$ cat src/rtl/i3c_exit_generator_pkg.sv
// Shared definitions for the I3C HDR Exit / HDR Restart pattern generator:
// state encodings, fall counts and the per-state bus drive table.
package i3c_exit_generator_pkg;

    typedef enum logic [2:0] {
        ST_IDLE     = 3'd0,
        ST_PREP     = 3'd1,
        ST_FALL     = 3'd2,
        ST_RISE     = 3'd3,
        ST_STOP_SCL = 3'd4,
        ST_STOP_SDA = 3'd5,
        ST_RS_SCL   = 3'd6
    } state_t;

    localparam int EXIT_FALLS    = 4;
    localparam int RESTART_FALLS = 2;

    typedef struct packed {
        logic scl;
        logic sda;
        logic oena;
    } bus_t;

    localparam bus_t BUS_IDLE     = '{scl: 1'b1, sda: 1'b1, oena: 1'b0};
    localparam bus_t BUS_PREP     = '{scl: 1'b0, sda: 1'b1, oena: 1'b1};
    localparam bus_t BUS_FALL     = '{scl: 1'b0, sda: 1'b0, oena: 1'b1};
    localparam bus_t BUS_RISE     = '{scl: 1'b0, sda: 1'b1, oena: 1'b1};
    localparam bus_t BUS_STOP_SCL = '{scl: 1'b1, sda: 1'b0, oena: 1'b1};
    localparam bus_t BUS_STOP_SDA = '{scl: 1'b1, sda: 1'b1, oena: 1'b1};
    localparam bus_t BUS_RS_SCL   = '{scl: 1'b1, sda: 1'b1, oena: 1'b1};

    function automatic bus_t bus_for(state_t s);
        bus_t b;
        case (s)
            ST_PREP:     b = BUS_PREP;
            ST_FALL:     b = BUS_FALL;
            ST_RISE:     b = BUS_RISE;
            ST_STOP_SCL: b = BUS_STOP_SCL;
            ST_STOP_SDA: b = BUS_STOP_SDA;
            ST_RS_SCL:   b = BUS_RS_SCL;
            default:     b = BUS_IDLE;
        endcase
        return b;
    endfunction

endpackage

$ cat src/rtl/i3c_exit_generator_phase_timer.sv
// Phase timer: counts PHASE_CLKS cycles per bus phase; `last` flags the final
// cycle of the phase. `restart` zeroes the count on any state change.
module i3c_exit_phase_timer #(
    parameter int PHASE_CLKS = 4
) (
    input  logic clk,
    input  logic RSTn,
    input  logic restart,
    output logic last
);

    localparam int W = $clog2(PHASE_CLKS + 1);
    localparam logic [W-1:0] LAST_CNT = W'(PHASE_CLKS - 1);

    logic [W-1:0] cnt;

    always_ff @(posedge clk or negedge RSTn) begin
        if (!RSTn) begin
            cnt <= '0;
        end else if (restart || last) begin
            cnt <= '0;
        end else begin
            cnt <= cnt + 1'b1;
        end
    end

    assign last = (cnt == LAST_CNT);

endmodule

$ cat src/rtl/i3c_exit_generator.sv
// Controller-side I3C HDR Exit / HDR Restart pin pattern generator.
// Optional SDA readback check: define I3C_EXIT_SDA_CHECK_EN.
module i3c_exit_generator
    import i3c_exit_generator_pkg::*;
#(
    parameter logic [2:0] ENA_HDR    = 3'b000,
    parameter int         PHASE_CLKS = 4
) (
    input  logic       clk,
    input  logic       RSTn,
    input  logic       req_exit,
    input  logic       req_restart,
    input  logic       pin_SDA_in,
    output logic       busy,
    output logic       done,
    output logic       pin_SCL_out,
    output logic       pin_SCL_oena,
    output logic       pin_SDA_out,
    output logic       pin_SDA_oena,
    output logic       err_sda,
    output logic [2:0] dbg_state
);

    // fall_cnt is 2 bits wide, so the fourth fall of an exit wraps it to 0.
    localparam logic [1:0] EXIT_DONE_CNT    = 2'(EXIT_FALLS);
    localparam logic [1:0] RESTART_DONE_CNT = 2'(RESTART_FALLS);

    state_t     state, state_nx;
    logic       mode_rs, mode_rs_nx;
    logic [1:0] fall_cnt, fall_cnt_nx;
    logic       accept;
    logic       done_nx;
    logic       phase_last;
    bus_t       bus_nx;

    i3c_exit_phase_timer #(
        .PHASE_CLKS(PHASE_CLKS)
    ) u_phase_timer (
        .clk    (clk),
        .RSTn   (RSTn),
        .restart((state == ST_IDLE) || (state_nx != state)),
        .last   (phase_last)
    );

    always_comb begin
        state_nx    = state;
        mode_rs_nx  = mode_rs;
        fall_cnt_nx = fall_cnt;
        accept      = 1'b0;
        done_nx     = 1'b0;
        case (state)
            ST_IDLE: begin
                if (req_exit) begin
                    accept      = 1'b1;
                    mode_rs_nx  = 1'b0;
                    fall_cnt_nx = 2'd0;
                    state_nx    = ST_PREP;
                end else if (req_restart && (ENA_HDR != 3'b000)) begin
                    accept      = 1'b1;
                    mode_rs_nx  = 1'b1;
                    fall_cnt_nx = 2'd0;
                    state_nx    = ST_PREP;
                end
            end
            ST_PREP: begin
                if (phase_last) begin
                    state_nx    = ST_FALL;
                    fall_cnt_nx = fall_cnt + 2'd1;
                end
            end
            ST_FALL: begin
                if (phase_last) begin
                    if (!mode_rs && (fall_cnt == EXIT_DONE_CNT)) begin
                        state_nx = ST_STOP_SCL;
                    end else begin
                        state_nx = ST_RISE;
                    end
                end
            end
            ST_RISE: begin
                if (phase_last) begin
                    if (mode_rs && (fall_cnt == RESTART_DONE_CNT)) begin
                        state_nx = ST_RS_SCL;
                    end else begin
                        state_nx    = ST_FALL;
                        fall_cnt_nx = fall_cnt + 2'd1;
                    end
                end
            end
            ST_STOP_SCL: begin
                if (phase_last) begin
                    state_nx = ST_STOP_SDA;
                end
            end
            ST_STOP_SDA, ST_RS_SCL: begin
                if (phase_last) begin
                    state_nx = ST_IDLE;
                    done_nx  = 1'b1;
                end
            end
            default: state_nx = ST_IDLE;
        endcase
    end

    assign bus_nx = bus_for(state_nx);

    always_ff @(posedge clk or negedge RSTn) begin
        if (!RSTn) begin
            state        <= ST_IDLE;
            mode_rs      <= 1'b0;
            fall_cnt     <= 2'd0;
            busy         <= 1'b0;
            done         <= 1'b0;
            pin_SCL_out  <= 1'b1;
            pin_SDA_out  <= 1'b1;
            pin_SCL_oena <= 1'b0;
            pin_SDA_oena <= 1'b0;
        end else begin
            state        <= state_nx;
            mode_rs      <= mode_rs_nx;
            fall_cnt     <= fall_cnt_nx;
            busy         <= (state_nx != ST_IDLE);
            done         <= done_nx;
            pin_SCL_out  <= bus_nx.scl;
            pin_SDA_out  <= bus_nx.sda;
            pin_SCL_oena <= bus_nx.oena;
            pin_SDA_oena <= bus_nx.oena;
        end
    end

`ifdef I3C_EXIT_SDA_CHECK_EN
    // Readback is judged on the settled last cycle of each phase only.
    always_ff @(posedge clk or negedge RSTn) begin
        if (!RSTn) begin
            err_sda <= 1'b0;
        end else if (accept) begin
            err_sda <= 1'b0;
        end else if ((state != ST_IDLE) && phase_last && pin_SDA_oena &&
                     (pin_SDA_in != pin_SDA_out)) begin
            err_sda <= 1'b1;
        end
    end
`else
    logic unused_sda_in;
    logic unused_accept;
    assign unused_sda_in = pin_SDA_in;
    assign unused_accept = accept;
    assign err_sda       = 1'b0;
`endif

    assign dbg_state = state;

endmodule

$ cat config.mk
export PLATFORM = sky130hd
export DESIGN_NAME = i3c_exit_generator
export DESIGN_NICKNAME = d
export VERILOG_FILES = /design/src/rtl/i3c_exit_generator_pkg.sv /design/src/rtl/i3c_exit_generator_phase_timer.sv /design/src/rtl/i3c_exit_generator.sv
export SDC_FILE = /design/constraint.sdc
export NUM_CORES = 1
export LEC_CHECK = 0
export ABC_AREA = 1
export CAP_MARGIN = 0
export CORE_AREA = 2 2 40 57
export DETAILED_ROUTE_END_ITERATION = 8
export DIE_AREA = 0 0 42 59
export GPL_ROUTABILITY_DRIVEN = 0
export GPL_TIMING_DRIVEN = 0
export SYNTH_ARGS = -nofsm -noshare
export SYNTH_HDL_FRONTEND = slang
export SYNTH_SLANG_ARGS = --single-unit
$ cat constraint.sdc
create_clock -name clk -period 2.4 [get_ports clk]
set_clock_uncertainty 0.05 [all_clocks]
set_input_delay 0.48 -clock clk [delete_from_list [all_inputs] [get_ports clk]]
set_output_delay 0.48 -clock clk [all_outputs]
set_load 0.005 [all_outputs]
==> flow_metrics.py <==
metrics = {
    "yosys": {
        "synth_area_um2": 748.2,
        "mappedNetlistNets": 105,
        "synth_cells": 96,
        "yosysWarnings": 0,
        "ys_seq_elements": 13,
        "yosysSeqAreaShare_pct": 43.81,
        "avgSynthCellArea_um2": 7.794,
        "ys_types": 19,
    },
    "critical_path": {
        "cp_top_family": "buffers and inverters",
        "worstPathRequired_ns": 1.87,
        "slowest_delay_ns": 0.56,
        "crit_fanout": 7,
        "worst_path_max_delay_cell": "clkdlybuf4s50_1",
        "path_buf_inv": 1,
        "cp-start-kind": "flip-flop",
        "path_cells": "clkdlybuf4s50_1",
        "crit_type": "flip-flop to output pin",
        "r2r_cells": 10,
        "cp.depth": 1,
        "reg2reg_to": "pin_SDA_out$_DFF_PN1_",
        "reg2reg_slack_ns": 0.71,
        "r2r-start": "u_phase_timer.cnt[0]$_DFF_PN0_",
        "cp-end-kind": "output pin",
        "cp_data_arrival_time_ns": 1.36,
    },
    "clock_tree": {
        "cts_setup_buffers": 0,
        "h-tree-depth": 1,
        "cts-buffers-inserted": 3,
        "cts_hold_buf": 0,
        "root_buffer": "clkbuf_4",
        "insertion_delay_ns": 0.27,
        "cts.sinks": 13,
        "cts_max_path_buffers": 2,
        "clk_pin_slew_ns": 0.08,
        "tritoncts": "built",
        "cts_resized": 0,
    },
    "job": {
        "maxCapViolCount": 0,
    },
    "global_routing": {
        "grt_pass1_vias": 591,
        "grt_pass1_wl_mm": 2.290,
        "grt_max_degree": 14,
        "gr-total-overflow": 0,
        "antenna_found_initial": 0,
        "grt_use_total_pct": 12.14,
    },
    "cells_and_area": {
        "drive_gt1_share_pct": 15.32,
        "final_cell_mix": "nand2_1 (25), inv_1 (13), dfrtp_1 (11), clkdlybuf4s50_1 (11), nor2_1 (8)",
        "syn_to_final_growth_pct": 21.74,
        "final_cells": 132,
        "postLayoutCellArea_um2": 910.9,
        "nNetsFinal": 121,
        "diodes": 0,
        "layout_commonest_cell": "nand2_1",
        "fillers": 191,
    },
    "floorplanning": {
        "core-area_um2": 1926,
        "die_h_um": 59,
        "num_rows": 19,
        "floorplan.initialDensity_pct": 38.86,
        "dieArea_um2": 2478,
        "die_w_um": 42,
        "ioPinCount": 15,
    },
    "power": {
        "pwr-share-clk_pct": 12.9,
        "peakVddDrop_uv": 563.1,
        "seqPwrFrac_pct": 34.2,
        "combPwrFrac_pct": 52.8,
        "power_switching_mw": 0.4096,
        "swShare_pct": 40.32,
        "power_density_nw_per_um2": 1115,
        "internal_power_mw": 0.6063,
        "p_leak_nw": 0.4554,
    },
    "placed_design": {
        "post-dp-hpwl_mm": 1.041,
        "dp_slack_ns": 0.7196,
        "dpl.cell_count": 128,
        "port_buffers": 11,
        "place_area_um2": 884.6,
    },
    "drt": {
        "drtIter0Drc": 16,
        "viasPerCell": 4.720,
        "drt-total-wl_mm": 1.348,
        "wl_per_cell_um": 10.21,
        "first_pass_iters": 4,
        "ant_nets": 0,
        "drc": 0,
        "num_vias": 623,
    },
    "sta": {
        "hold_violations": 0,
        "setup_violations": 0,
        "rsz0062_at_grt": "false",
        "slew_headroom_pct": 63.54,
        "slew_violations": 0,
        "tns_ns": 0,
        "setup_slack_ns": 0.5130,
        "fmax_mhz": 529.9,
        "fin_crit_sh_pct": 78.63,
        "worstMarginPinSlew_ns": 0.5452,
        "period_needed_ns": 1.887,
    },
    "worst_hold_path": {
        "hold_path.startpoint": "u_phase_timer.cnt[0]$_DFF_PN0_",
        "hold_depth": 1,
        "min_to": "u_phase_timer.cnt[0]$_DFF_PN0_",
        "hp-class": "flip-flop to flip-flop",
    },
    "status": {
        "outcome": "finished, final reports clean",
    },
}
==> worst max path at each step <==
stage                                   startpoint  slack (ns)                        endpoint
finish                      dbg_state[0]$_DFF_PN0_        0.51                    dbg_state[0]
global route                dbg_state[0]$_DFF_PN0_        0.48                    dbg_state[0]
CTS                         dbg_state[0]$_DFF_PN0_        0.51                    dbg_state[0]
detailed placement  u_phase_timer.cnt[0]$_DFF_PN0_        0.72  u_phase_timer.cnt[0]$_DFF_PN0_
global placement                          req_exit        0.72           pin_SDA_out$_DFF_PN1_
floorplan           u_phase_timer.cnt[0]$_DFF_PN0_        0.84           pin_SDA_out$_DFF_PN1_
==> routing by layer <==
layer  wire length [um]  part of all wire [%]  GRT usage, %
met1                622                    46         13.33
met2                683                    51         21.88
met3                 29                   2.2         1.220
met4                 13                  0.96         8.295
met5                  0                     0             0
==> per-stage QoR <==
stage	util [%]	total power, mW	hold slack, ns
after floorplan	-	0.7134	0.1344
after global placement	45.94	0.8785	0.3704
after detailed placement	45.94	0.8891	0.3920
after CTS	47.30	1.029	0.4070
after global routing	47.30	1.121	0.4337
final	47.30	1.016	0.4052
==> Yosys cell counts (all sizes together) <==
cell type / number / area [um^2]
nand2: 28 / 112.6
nor3: 3 / 15.01
buf: 4 / 33.78
inv: 14 / 52.55
nand3: 7 / 35.03
nand4: 2 / 12.51
a21boi: 1 / 11.26
nor2: 11 / 53.80
conb: 1 / 3.750
o21ai: 6 / 30.03
dfstp: 2 / 52.55
a21oi: 2 / 10.01
dfrtp: 11 / 275.3
ha: 4 / 50.05
==> power by group through the flow <==
| stage | Sequential (mW) | Combinational (mW) | Clock (mW) |
|---|---|---|---|
| final | 0.348 | 0.537 | 0.131 |
| after global routing | 0.356 | 0.616 | 0.149 |
| after CTS | 0.347 | 0.543 | 0.139 |
| after detailed placement | 0.351 | 0.538 | 0 |
| after global placement | 0.349 | 0.529 | 0 |
| after floorplan | 0.350 | 0.363 | 0 |
==> layout make-up <==
class / count / area [um^2] / area share, %
multi-input combinational: 65 / 334.1 / 36.68
clock buffer: 4 / 26.28 / 2.885
timing repair buffer: 11 / 110.1 / 12.09
tap: 21 / 26.28 / 2.885
buffer: 4 / 33.78 / 3.709
inverter: 14 / 52.55 / 5.769
sequential: 13 / 327.8 / 35.99
==> cells by family after synthesis <==
| group | Yosys count | synth area share, % |
|---|---|---|
| fa+ha+maj | 4 | 6.689 |
| other cells | 1 | 0.5012 |
| flops | 13 | 43.81 |
| compound gates | 9 | 6.856 |
| buf+inv | 18 | 11.54 |
| simple gates | 51 | 30.60 |
==> sequential cells by signal, indices dropped and copies added (netlist names) <==
name and flops:
busy 1, dbg_state 3, done 1, fall_cnt 2, pin_SCL_out 1, pin_SDA_oena 1, pin_SDA_out 1, u_phase_timer.cnt 3
Note: power is estimated with default switching activity, not from simulation.
